### src/rtl/mux_nto1_scan.sv
// Registered N:1 bit multiplexer with a direct-select mode and a windowed scan mode.
// Optional early stop on the first set bit of the scan: define MUX_FIRST_HIT_EN.
module mux_nto1_scan #(
  parameter int N_IN  = 256,
  parameter int SEL_W = $clog2(N_IN)
) (
  input  logic              clk,
  input  logic              rst_n,
  input  logic [N_IN-1:0]   in,
  input  logic              mode,
  input  logic [SEL_W-1:0]  sel,
  input  logic              sel_valid,
  input  logic [SEL_W-1:0]  scan_first,
  input  logic [SEL_W-1:0]  scan_last,
  input  logic              start,
  output logic              out,
  output logic [SEL_W-1:0]  out_sel,
  output logic              out_valid,
  output logic              busy,
  output logic              done,
  output logic [SEL_W:0]    hit_count
`ifdef MUX_FIRST_HIT_EN
  ,
  output logic [SEL_W-1:0]  first_hit_idx,
  output logic              hit_found
`endif
);

  // Handshake: sel_valid and start are single-cycle request strobes with no ready;
  // they are honoured only in IDLE and silently dropped otherwise. out_valid marks
  // every cycle in which out/out_sel carry a fresh sample; there is no back-pressure.

  typedef enum logic [1:0] {
    IDLE = 2'd0,
    SCAN = 2'd1,
    DONE = 2'd2
  } state_t;

  localparam logic [SEL_W:0]   N_EXT    = (SEL_W+1)'(N_IN);
  localparam logic [SEL_W-1:0] LAST_IDX = SEL_W'(N_IN - 1);

  state_t           state;
  logic [SEL_W-1:0] cnt;
  logic [SEL_W-1:0] last_q;
  logic             cur_bit;
  logic             dir_bit;
  logic             stop_on_hit;

  // Indices past N_IN-1 exist only when N_IN is not a power of two; they read as 0.
  function automatic logic pick(input logic [N_IN-1:0] v, input logic [SEL_W-1:0] idx);
    if ({1'b0, idx} < N_EXT) return v[idx];
    else return 1'b0;
  endfunction

  function automatic logic [SEL_W-1:0] clamp(input logic [SEL_W-1:0] idx);
    if ({1'b0, idx} >= N_EXT) return LAST_IDX;
    else return idx;
  endfunction

  assign cur_bit = pick(in, cnt);
  assign dir_bit = pick(in, sel);

`ifdef MUX_FIRST_HIT_EN
  assign stop_on_hit = cur_bit;
`else
  assign stop_on_hit = 1'b0;
`endif

  always_ff @(posedge clk or negedge rst_n) begin
    if (!rst_n) begin
      state     <= IDLE;
      cnt       <= '0;
      last_q    <= '0;
      out       <= 1'b0;
      out_sel   <= '0;
      out_valid <= 1'b0;
      busy      <= 1'b0;
      done      <= 1'b0;
      hit_count <= '0;
`ifdef MUX_FIRST_HIT_EN
      first_hit_idx <= '0;
      hit_found     <= 1'b0;
`endif
    end else begin
      case (state)
        IDLE: begin
          done      <= 1'b0;
          out_valid <= 1'b0;
          if (mode) begin
            if (start) begin
              cnt       <= clamp(scan_first);
              last_q    <= clamp(scan_last);
              hit_count <= '0;
              busy      <= 1'b1;
              state     <= SCAN;
`ifdef MUX_FIRST_HIT_EN
              first_hit_idx <= clamp(scan_first);
              hit_found     <= 1'b0;
`endif
            end
          end else if (sel_valid) begin
            out       <= dir_bit;
            out_sel   <= sel;
            out_valid <= 1'b1;
          end
        end

        SCAN: begin
          // in is read live each beat, so a changing vector is seen as it changes.
          out       <= cur_bit;
          out_sel   <= cnt;
          out_valid <= 1'b1;
          hit_count <= hit_count + (SEL_W+1)'(cur_bit);
`ifdef MUX_FIRST_HIT_EN
          if (cur_bit) begin
            first_hit_idx <= cnt;
            hit_found     <= 1'b1;
          end
`endif
          if (cnt == last_q || stop_on_hit) begin
            busy  <= 1'b0;
            state <= DONE;
          end else if (cnt == LAST_IDX) begin
            cnt <= '0;
          end else begin
            cnt <= cnt + 1'b1;
          end
        end

        DONE: begin
          out_valid <= 1'b0;
          done      <= 1'b1;
          state     <= IDLE;
        end

        default: begin
          state <= IDLE;
        end
      endcase
    end
  end

endmodule
### config.mk
export PLATFORM = sky130hd
export DESIGN_NAME = mux_nto1_scan
export DESIGN_NICKNAME = d
export VERILOG_FILES = /design/src/rtl/mux_nto1_scan.sv
export SDC_FILE = /design/constraint.sdc
export NUM_CORES = 1
export LEC_CHECK = 0
export ABC_AREA = 1
export CORE_MARGIN = 5
export CORE_UTILIZATION = 44
export DETAILED_ROUTE_END_ITERATION = 10
export PLACE_DENSITY = 0.88
export SLEW_MARGIN = 5
export SYNTH_ARGS = -nofsm -noshare
export SYNTH_HDL_FRONTEND = slang
export SYNTH_SLANG_ARGS = --single-unit
### constraint.sdc
create_clock -name clk -period 3.25 [get_ports clk]
set_input_delay 0.8125 -clock clk [delete_from_list [all_inputs] [get_ports clk]]
set_output_delay 0.8125 -clock clk [all_outputs]
set_load 0.01 [all_outputs]
* Word-level counts from Yosys, hierarchy flattened
Index checks and enable logic that the tools add are counted.
Operators by class: add/sub/neg operators 2, $lt $le $gt $ge 2, equal/unequal tests 10, muxes and demuxes 30, reduce and logical (&&, ||, !) cells 10
Operators by type and width (number):
- 2-to-1 mux 8 bit | 6
- one-hot mux 8 bit (2 select lines) | 2
- < comparator 8 x 9 -> 1 bit, second input constant | 2
- 2-to-1 mux 9 bit | 2
- one-hot mux 9 bit (2 select lines) | 1
- binary-select mux 1 bit (select 8 bit) | 2
- != test 2 bit, second input constant | 6
- AND reduction 3 bit | 4
- adder 9 x 1 -> 9 bit | 1
- 2-to-1 mux 1 bit | 9
- adder 8 x 1 -> 8 bit, second input constant | 1
- equality test 8 bit | 1
- equality test 8 bit, second input constant | 1
- AND reduction 4 bit | 2
- 2-to-1 mux 2 bit | 3
- one-hot mux 1 bit (2 select lines) | 3
- one-hot mux 2 bit (2 select lines) | 1
- nonzero test 2 bit | 2
- one-hot mux 1 bit (3 select lines) | 1
- nonzero test 3 bit | 1
- equality test 2 x 1 -> 1 bit, second input constant | 1
- equality test 2 bit, second input constant | 1
- zero test 2 bit | 1
Word-level totals: flip-flop bits (word level) 39, input bits 285, output and inout bits 21

* Depth between registers and ports, before layout
Gate-level depths: netlist of the first run.
depth after elaboration 5, gate-level depth with buffers 23

* Worst setup path after synthesis of the first run
OpenSTA, ideal clock, no wires.
kind input port to flip-flop, start point input in[39], end point register hit_count[8], setup time 130 ps, arrival time 2563 ps, required time 3120 ps, slack 557 ps, stages on the path 17, cell sequence nand2_1 -> a21boi_0 -> o211ai_1 -> nand3_1 -> nand3_1 -> nand3_1 -> nand2_1 -> nand2_1 -> nand2_1 -> ha_1 -> ha_1 -> inv_1 -> nor4_2 -> nand2_1 -> nor2_1 -> nand4_1 -> nor3b_1
Between the ends: word-level cells in the longest chain between the ends 4
Ends and longest elaborated chain:
- start, declared | RTL line 9 | input logic [N_IN-1:0] in,
- binary-select mux 1 bit (select 8 bit) | RTL line 51 | if ({1'b0, idx} < N_EXT) return v[idx];
- 2-to-1 mux 1 bit (implied by the code) | RTL line 51
- adder 9 x 1 -> 9 bit | RTL line 113 | hit_count <= hit_count + (SEL_W+1)'(cur_bit);
- one-hot mux 9 bit (2 select lines) | RTL line 85 | case (state)
- end signal, assigned | RTL line 113
- end, declared | RTL line 21 | output logic [SEL_W:0] hit_count
No other way between the ends. The select of a mux whose other input is x is not followed. A chain may end at the register's enable or synchronous reset.

* Worst setup path in the final report of the first run
start point input in[82], end point register out
Between the ends: word-level cells in the longest chain between the ends 5
Ends and longest elaborated chain:
- binary-select mux 1 bit (select 8 bit) | RTL line 51
- 2-to-1 mux 1 bit (implied by the code) | RTL line 51
- 2-to-1 mux 1 bit | RTL line 101 | end else if (sel_valid) begin
- 2-to-1 mux 1 bit | RTL line 89 | if (mode) begin
- one-hot mux 1 bit (2 select lines) (*) | RTL line 85
- end signal, assigned | RTL line 102 | out <= dir_bit;
- end signal, assigned | RTL line 110 | out <= cur_bit;
- end, declared | RTL line 16 | output logic out,
Every way passes the cells marked *; elsewhere a longest branch is shown, timed or not. The select of a mux whose other input is x is not followed.

==> key figures, run 1 <==
GRT
  • First-pass GRT wire length: roughly 56 mm
  • Number of global-route vias before repair: 10700
  • Initial antenna violation count: 9
  • Most Crowded Layer GR: met2
  • Largest net degree at the start of global routing: 130
  • Total GRT Usage: 0.378
  • GR Util met3: 0.0996
  • Grt met2 use: 0.601
  • GRT overflow: 0
  • Met1 Usage GRT: 0.450

Logic synthesis
  • Distinct cell type count after synthesis: 36
  • Xor/xnor share of the synthesized area: 0.00741
  • Synth Net Count: about 1700
  • Synth warnings: 0
  • Mean Syn Cell Area: between 5 and 6 µm²
  • Synth Area in Adders: 0.0123
  • Area fraction in compound gates after synthesis: 0.0772
  • Post-Synth Simple-Gate Area: 0.661
  • Mapped Area: about 7100 µm²
  • Post-Syn Instances: approximately 1400
  • Post-synthesis mux area share: 0.0127
  • Post-synth EDFFs: 0
  • Top FF cell, synth: dfrtp_1
  • Register area share after synthesis: 0.138
  • Main combinational cell family by area after synthesis: simple AND/OR/NAND/NOR gates
  • Synth async-reset ratio: 1.00
  • Yosys reg bits: 39

Critical path
  • Crit start category: input pin
  • Critical path required time: 3470 ps
  • Crit end category: flop
  • CP dominant cell by count: buf_4
  • Critical Path Fanout Max: 2
  • CP arrival: between 3000 and 4000 ps
  • Slowest CP cell: clkdlybuf4s50_1
  • Kind of critical path: in2reg
  • Worst path cell trace: clkdlybuf4s50_1 -> nand2_1 -> nand3_1 -> nand3_2 -> nand3_1 -> nand3_1 -> nand3_2 -> nand3_2 -> nand2_1 -> nand2_2 -> buf_4 -> buf_4 -> buf_4 -> buf_4 -> buf_4 -> buf_4 -> buf_4 -> buf_4 -> buf_4 -> nand3_1 -> nand2_1 -> nand2_1
  • CP max stage delay: 490 ps

Route
  • Initial DRT Pass Iterations: 6
  • Post-route ant nets: 0
  • Routed WL: about 39 mm
  • Vias: around 12000
  • First DRT Iteration DRCs: between 1500 and 2000
  • WL/cell: a little over 20 µm
  • Vias/cell: 6.12
  • DRC: 0

Status
  • Failing checks: setup timing
  • Status: finished, violations left

Power
  • Leakage: 5.90 nW
  • Maximum vdd ir drop: ~0.46 mV
  • PwrDens: 624 nW/µm²
  • Power Total: between 7 and 8 mW

Final layout
  • Synth-to-layout area growth: 59.3%
  • Most common cell after layout, fill and taps aside: nand2_1
  • Commonest cells after routing, fill and taps aside: nand2_1 (654), nand3_1 (336), clkdlybuf4s50_1 (209), dlymetal6s2s_1 (81), nand3_2 (57)
  • Layout cells sized above 1: 0.0944
  • Filler cells: approximately 1300
  • # nets final: 1965

Clock network
  • Num CTS Buffers: 5
  • Clock Sinks: 39
  • # hold bufs at CTS: 0
  • Clock tree buffer depth: 2
  • Clock transition at path regs: around 60 ps
  • Worst-Skew Late Latency: between 200 and 300 ps
  • CTS tree: built
  • H-tree levels: 2
  • Clk root buf: clkbuf_16

Timing
  • Worst slew pin tran: 885 ps
  • Worst rel slew slack: 0.410
  • Max Transition Viols Final: 0
  • Final hold viol count: 0
  • Clock skew: 3.44 ps
  • PnR worst setup slack: -34.4 ps
  • Tmin final: ~3300 ps
  • Post-route setup TNS: -34.4 ps
  • F_max: around 300 MHz
  • Post-route clock period utilization: 1.01
  • Hold Slack: about 470 ps
  • Final setup violation count: 1

Placed design
  • Port bufs: around 310
  • GP Congestion: around 0.97
  • HPWL Detailed: approximately 27 mm

Floorplan
  • Initial core utilization: 0.448
  • Die W: approximately 140 µm
  • Area of the core: 15800 µm²
  • Die Height: between 100 and 150 µm
  • Die Footprint: approximately 19000 µm²
  • Top Ports: around 310
  • Rows: 46

Run
  • Max_cap viols: 0

Worst hold path
  • Hold Path Class: reg2reg
[metrics by stage]
stage / setup slack (ps) / utilization / instance area [µm²] / std cells
6_report: -34.4 / 0.714 / 11300 / 1898
4_1_cts: 0.0944 / 0.674 / 10700 / 1886
3_3_place_gp: -297 / 0.658 / 10400 / 1868
2_1_floorplan: 557 / - / 7100 / 1413
5_1_grt: -58.0 / 0.714 / 11300 / 1898
3_5_place_dp: -429 / 0.658 / 10400 / 1868
[cells in the mapped netlist, types with 2 or more instances]
cell	count	area share
mux2_2	8	0.013
xnor2_1	5	0.0062
inv_1	33	0.017
nor2_1	36	0.019
clkbuf_1	25	0.013
o22ai_1	3	0.0026
nand2_1	658	0.35
o211ai_1	4	0.0042
o21ai_1	5	0.0035
or2_2	3	0.0026
a31oi_1	9	0.0079
dfrtp_1	39	0.14
inv_2	7	0.0037
a22oi_1	4	0.0042
nand3b_1	2	0.0021
a21oi_1	47	0.033
nor3_1	4	0.0028
nand3_1	393	0.28
ha_1	7	0.012
nand4_1	3	0.0026
a21boi_0	4	0.0042
buf_1	11	0.0058
buf_2	71	0.050
o21ai_0	20	0.014
[flip-flops by register name, indices dropped and copies added, names as in the netlist]
register / cells
done: 1
cnt: 8
state: 2
out: 1
out_sel: 8
busy: 1
last_q: 8
hit_count: 9
out_valid: 1
[where the power goes]
part | switching (mW) | internal (mW)
Sequential | 0.204 | 0.695
Combinational | 3.46 | 2.23
Clock | 0.185 | 0.283
Total | 3.85 | 3.20
[path summary, 6_finish.rpt]
check,from,endpoint,slack (ps),cells after the start
max,in[82],out,-30,22
min,out,out,470,2
max reg2reg,cnt[0],out,30,21
min reg2reg,out,out,470,2
max in group asynchronous,rst_n,cnt[0],1950,1
min in group asynchronous,rst_n,last_q[3],650,1
[layout make-up]
| class | count | area, µm² | area share |
|---|---|---|---|
| multi-input cells | 1225 | 5830 | 0.516 |
| repair buffers | 361 | 3890 | 0.345 |
| flip-flops and latches | 39 | 981 | 0.0868 |
| well taps | 216 | 270 | 0.0239 |
| inverters | 41 | 168 | 0.0148 |
| clock buffers | 7 | 133 | 0.0117 |
| diodes | 8 | 20.0 | 0.00177 |
| clock inverters | 1 | 5.00 | 0.000443 |
[worst max-delay path: cells and delay by family]
family	cells	cell delay (ps)
buf+inv	10	1610
simple gates	12	1100
[cell families after synthesis]
kind of cell	count (synthesis)
compound gates	99
xor+xnor	6
fa+ha+maj	7
buf+inv	149
flops	39
mux	8
simple gates	1105
[layer usage]
metal,vias up,wire length [µm]
met2,1026,17300
met1,5168,13200
met3,236,5390
met4,2,2690
li1,5192,-
met5,-,13
[repair_timing]
action                                  CTS  global route
endpoints found under the setup margin    2             5
buffers inserted                         10             1
pin swaps                                20            67
resized for setup                        27           149
cloned                                    0             3
No activity file was read; power rests on OpenSTA's default activity.
==> run 2, diff against run 1 <==
ABC_AREA = 0   (was 1)
CORE_UTILIZATION = 43   (was 44)
PLACE_DENSITY = 0.89   (was 0.88)
REMOVE_ABC_BUFFERS = 1   (was unset)
==> run 2 against run 1 <==
Net effect: largest power group unchanged; via count shrank 38%; utilization shrank 0.092 points; sequential share of layout area increased by 0.78 points; non-clock buffer count rose by 15; synthesized area fell by 10%; wire length decreased by 26%; combinational power is 18% lower; the run still ends with setup timing left; sequential power rose by 4.0%; count of clock-buffer cells in the layout decreased by 1; synthesized cell count is 59% lower; register-to-register slack got worse by 130 ps.
==> key figures, run 2 <==
Status
  • Status: finished, violations left
  • Failing checks: setup timing

Logic synthesis
  • Count leader, synth: mux4_2
  • Mapped Area: roughly 6400 µm²
  • Top FF cell, synth: dfrtp_1
  • Mean Syn Cell Area: about 11 µm²
  • Share of the synthesized area in the top cell type: 0.325
  • Most area-consuming cells after synthesis: mux4_2 (32%), dfrtp_1 (15%), mux4_1 (7.4%)
  • Distinct cell type count after synthesis: 58
  • Post-Syn Instances: between 500 and 600
  • Synth async-reset ratio: 1.00
  • Commonest cells post-synth: mux4_2 (92), nand2_1 (55), mux2i_1 (41)
  • Synth warnings: 0
  • Post-synth EDFFs: 0
  • Register area share after synthesis: 0.153
  • Yosys reg bits: 39
  • Synth area leader: mux4_2

Timing
  • Final hold viol count: 0
  • Post-route clock period utilization: 1.03
  • Tmin final: around 3300 ps
  • RSZ-0062 raised after global routing: yes
  • PnR worst setup slack: -95.7 ps
  • Clock skew: between 6 and 7 ps
  • F_max: about 300 MHz
  • Worst rel slew slack: 0.413
  • Final setup violation count: 4
  • Hold Slack: 485 ps
  • Worst slew pin tran: slightly below 900 ps
  • Max Transition Viols Final: 0

Critical path
  • Worst path buffer plus inverter count: 2
  • Worst setup startpoint: cnt[0]
  • Critical Path Fanout Max: 10
  • Crit path max-delay family: simple AND/OR/NAND/NOR gates
  • Crit end category: flop
  • Kind of critical path: reg2reg
  • Worst reg2reg path endpoint: hit_count[6]
  • Crit start category: flop
  • RR Startpoint: cnt[0]
  • Reg2Reg Setup Slack: -100 ps
  • CP Capture Point: hit_count[6]
  • Worst path cell trace: buf_12 -> buf_4 -> mux4_2 -> a211o_1 -> a31oi_2 -> o22ai_2 -> or3_4 -> ha_4 -> ha_4 -> and3_4 -> nand4_1 -> xor2_1 -> nor2_1
  • CP max stage delay: between 500 and 600 ps
  • Critical path required time: approximately 3400 ps
  • Slowest CP cell: dfrtp_4
  • Worst path depth: 13
  • CP arrival: ~3500 ps
  • FF-to-FF path depth: 13
  • CP dominant cell by count: ha_4

Final layout
  • Post-layout util: 0.713
  • Final Cell Area: about 10000 µm²
  • Synth-to-layout area growth: 62.5%
  • # nets final: 1202
  • Layout cells sized above 1: 0.251
  • Most common cell after layout, fill and taps aside: clkdlybuf4s50_1
  • Max reg flops: 9
  • Register bank with the most flops: hit_count
  • Filler cells: 1052
  • Commonest cells after routing, fill and taps aside: clkdlybuf4s50_1 (210), mux4_2 (92), dlygate4sd2_1 (73), buf_4 (56), nand2_1 (53)
  • Area occupied by multi-input gates: 5240 µm²
  • Register area: 981 µm²

Route
  • DRC: 0
  • Vias: between 7000 and 8000
  • Post-route ant nets: 0
  • WL/cell: approximately 26 µm
  • Vias/cell: around 6.6
  • First DRT Iteration DRCs: roughly 600
  • Routed WL: 28.6 mm
  • Initial DRT Pass Iterations: 5

Clock network
  • Clock tree buffer depth: 2
  • Clock Sinks: 39
  • Clock transition at path regs: 60 ps
  • Clk root buf: clkbuf_16
  • Worst-Skew Late Latency: roughly 280 ps
  • CTS tree: built
  • H-tree levels: 2
  • # hold bufs at CTS: 0
  • Num CTS Buffers: 5

Floorplan
  • Top Ports: about 310
  • Rows: between 40 and 50
  • Die Height: approximately 130 µm
  • Initial core utilization: 0.439
  • Die Footprint: 17400 µm²
  • Area of the core: 14500 µm²
  • Die W: 132 µm

Placed design
  • Port bufs: 305
  • GP Congestion: between 0.8 and 0.9
  • HPWL Detailed: approximately 23 mm
  • Placement Setup Slack: -738 ps
  • DP Area: 9860 µm²

GRT
  • Number of global-route vias before repair: 7817
  • First-pass GRT wire length: approximately 43 mm
  • Total GRT Usage: 0.311
  • GRT overflow: 0
  • Largest net degree at the start of global routing: 40
  • Initial antenna violation count: 1

Power
  • Maximum vdd ir drop: about 0.40 mV
  • Power Total: about 6.3 mW
  • PwrDens: about 600 nW/µm²
  • Leakage: about 4.1 nW

Worst hold path
  • Hold Path Class: reg2reg

Run
  • Max_cap viols: 0
run 2: worst min-delay path, cell delays in order, from the launching register on:
cell and delay [ps]:
dfrtp_1 340, nand2_1 50, o21ai_0 60
run 2: power by group:
group / internal [mW] / switching [mW]
registers: 0.674 / 0.260
logic: 2.43 / 2.26
clock network: 0.440 / 0.196
total: 3.54 / 2.72
run 2: cells by family (layout without fill, tap and decap cells):
family | count (synthesis) | after routing | share of synthesized area
AO/OA/AOI/OAI | 151 | 151 | 0.159
XOR/XNOR | 12 | 12 | 0.0165
adder cells (fa/ha/maj) | 7 | 7 | 0.0137
buffers and inverters | 67 | 395 | 0.0663
flip-flops | 39 | 39 | 0.153
multiplexers | 157 | 157 | 0.474
other | 0 | 1 | 0
AND/OR/NAND/NOR | 150 | 150 | 0.118
run 2: worst min-delay path by stage:
stage / cells after the start / startpoint / endpoint
5_1_grt: 2 / out_sel[7] / out_sel[7]
6_report: 2 / out_sel[7] / out_sel[7]
3_3_place_gp: 2 / out_sel[7] / out_sel[7]
4_1_cts: 2 / out_sel[7] / out_sel[7]
2_1_floorplan: 2 / last_q[0] / last_q[0]
3_5_place_dp: 2 / out_sel[7] / out_sel[7]
run 2: layout make-up:
class,instances,area share
Timing Repair Buffer,376,0.356
Tap cell,184,0.0222
Sequential cell,39,0.0946
Multi-Input combinational cell,477,0.505
Antenna cell,1,0.000241
Clock buffer,6,0.0124
Clock inverter,2,0.00579
Inverter,11,0.00398
run 2: layer usage:
layer  GRT usage  part of all wire
met1       0.353              0.34
met2       0.564              0.51
met3      0.0672             0.095
met4       0.131             0.049
met5           0                 0
run 2: what timing repair did:
action / CTS / global route
gates resized for setup: 137 / 26
setup endpoints to repair: 9 / 6
pin swaps: 39 / 8
buffers inserted: 6 / 4
cloned: 1 / 0
run 2: per-stage QoR:
stage | TNS [ps] | cells
3_5_place_dp | -4980 | 1077
3_3_place_gp | -4090 | 1077
2_1_floorplan | -32240 | 527
5_1_grt | -853 | 1096
6_report | -231 | 1096
4_1_cts | -42.9 | 1091
==> run 3, diff against run 2 <==
CORE_UTILIZATION = 46   (was 43)
PLACE_DENSITY = 0.94   (was 0.89)
clock period = 4.2 ns   (was 3.25 ns; I/O delays follow)
==> run 3 against run 2 <==
Net effect: the flow now finishes without violations; wire length is 4.9% lower; global-route usage is 0.69 points higher; die area is 6.0% lower; combinational power is 38% lower; highest routed layer unchanged; cell count is 4.7% lower; non-clock buffer count is 48 lower.
==> key figures, run 3 (synthesis results as in run 2) <==
Status
  • Status: completed

Clock network
  • CTS tree: built
  • Clock tree buffer depth: 2
  • Num CTS Buffers: 5
  • Post-CTS sizing: 0
  • Clock Sinks: 39
  • # hold bufs at CTS: 0
  • Worst-Skew Late Latency: roughly 280 ps
  • Clk root buf: clkbuf_16
  • Clock transition at path regs: 60 ps
  • H-tree levels: 2
  • Setup repair bufs after CTS: 0

Final layout
  • Max reg flops: 9
  • Final Cell Area: between 9000 and 10000 µm²
  • # nets final: 1154
  • Post-route insts no fill: 1045
  • Commonest cells after routing, fill and taps aside: clkdlybuf4s50_1 (302), mux4_2 (92), nand2_1 (55), mux2i_1 (41), a22oi_1 (40)
  • Register bank with the most flops: hit_count
  • Layout cells sized above 1: 0.155
  • Most common cell after layout, fill and taps aside: clkdlybuf4s50_1
  • Post-layout util: 0.703
  • Synth-to-layout area growth: 51.1%

Critical path
  • Crit start category: input pin
  • Critical path required time: 4350 ps
  • Critical Path Fanout Max: 3
  • Kind of critical path: in2reg
  • CP arrival: 4080 ps
  • Crit end category: flop

Power
  • Clk network pwr share: 0.091
  • PwrDens: approximately 420 nW/µm²
  • Maximum vdd ir drop: 0.289 mV
  • Internal: 2.21 mW
  • Combinational share of power: 0.727
  • Leakage: around 3.5 nW
  • Sequential share of power: 0.182
  • Net Sw Power: approximately 1.8 mW
  • Switch share: 0.453

Floorplan
  • Rows: between 40 and 50
  • Die Footprint: 16300 µm²
  • Area of the core: around 14000 µm²
  • Initial core utilization: 0.465
  • Die W: approximately 130 µm
  • Top Ports: roughly 300
  • Die Height: approximately 130 µm

Timing
  • Post-route clock period utilization: 0.935
  • F_max: between 200 and 300 MHz
  • Tmin final: 3930 ps
  • Final setup violation count: 0
  • RSZ-0062 raised after global routing: no
  • Max Transition Viols Final: 0
  • Final hold viol count: 0
  • Clock skew: ~5.5 ps
  • Worst slew pin tran: around 880 ps
  • Worst rel slew slack: 0.415
  • PnR worst setup slack: approximately 270 ps

Placed design
  • GP Congestion: around 0.86
  • HPWL Detailed: about 22 mm
  • Port bufs: approximately 310
  • Placement Setup Slack: 18.9 ps
  • Post-Place Cells: 1035
  • DP Area: about 9500 µm²

GRT
  • First-pass GRT wire length: a little over 40 mm
  • Number of global-route vias before repair: approximately 7300
  • Largest net degree at the start of global routing: between 50 and 60
  • Initial antenna violation count: 2
  • Total GRT Usage: 0.318
  • GRT overflow: 0

Route
  • Vias: between 7000 and 8000
  • WL/cell: about 26 µm
  • Initial DRT Pass Iterations: 5
  • Vias/cell: 6.77
  • DRC: 0
  • Post-route ant nets: 0
  • First DRT Iteration DRCs: approximately 630
  • Routed WL: 27.2 mm

Run
  • Max_cap viols: 0

Worst hold path
  • Hold Path Class: reg2reg
[run 3: final timing paths]
check | to | slack [ps] | depth (start not counted) | startpoint
max reg2reg | hit_count[6] | 520 | 12 | cnt[3]
max | hit_count[6] | 270 | 14 | in[47]
min | done | 480 | 1 | done
min reg2reg | done | 480 | 1 | done
min in group asynchronous | hit_count[8] | 880 | 1 | rst_n
max in group asynchronous | cnt[0] | 2680 | 1 | rst_n
[run 3: area by class of cell]
cell class	count	area (µm²)
diodes	2	5.00
flip-flops and latches	39	981
clock buffers	6	129
multi-input cells	477	4980
well taps	180	225
repair buffers	328	3260
clock inverters	2	12.5
fillers	948	4080
inverters	11	41.3
[run 3: critical path: stages]
cell	delay [ps]
clkdlybuf4s50_1	460
mux4_2	500
a22oi_1	190
a2111oi_0	120
buf_4	160
a31oi_1	130
o22ai_1	100
or3_1	400
ha_1	220
ha_1	200
and3_1	200
nand4_1	110
xor2_1	170
nor2_1	60
[run 3: power by group through the flow]
stage	clock network [mW]	logic [mW]	registers (mW)
floorplan	0	1.63	0.903
CTS	0.371	2.88	0.731
global placement	0	2.80	0.731
global route	0.385	3.11	0.756
detailed placement	0	2.86	0.736
finish	0.367	2.93	0.735
[run 3: per-layer routing]
layer | vias up | global-route usage | wire (µm)
li1 | 3006 | - | -
met1 | 3440 | 0.388 | 9520
met2 | 528 | 0.568 | 13900
met5 | - | 0 | 0
met4 | 0 | 0.119 | 1220
met3 | 104 | 0.0475 | 2570
[run 3: stage by stage]
stage	setup TNS, ps	hold WS [ps]	power [mW]
floorplan	-13120	467	2.53
global placement	0	461	3.53
detailed placement	0	472	3.60
CTS	0	485	3.98
global route	0	522	4.25
finish	0	484	4.03
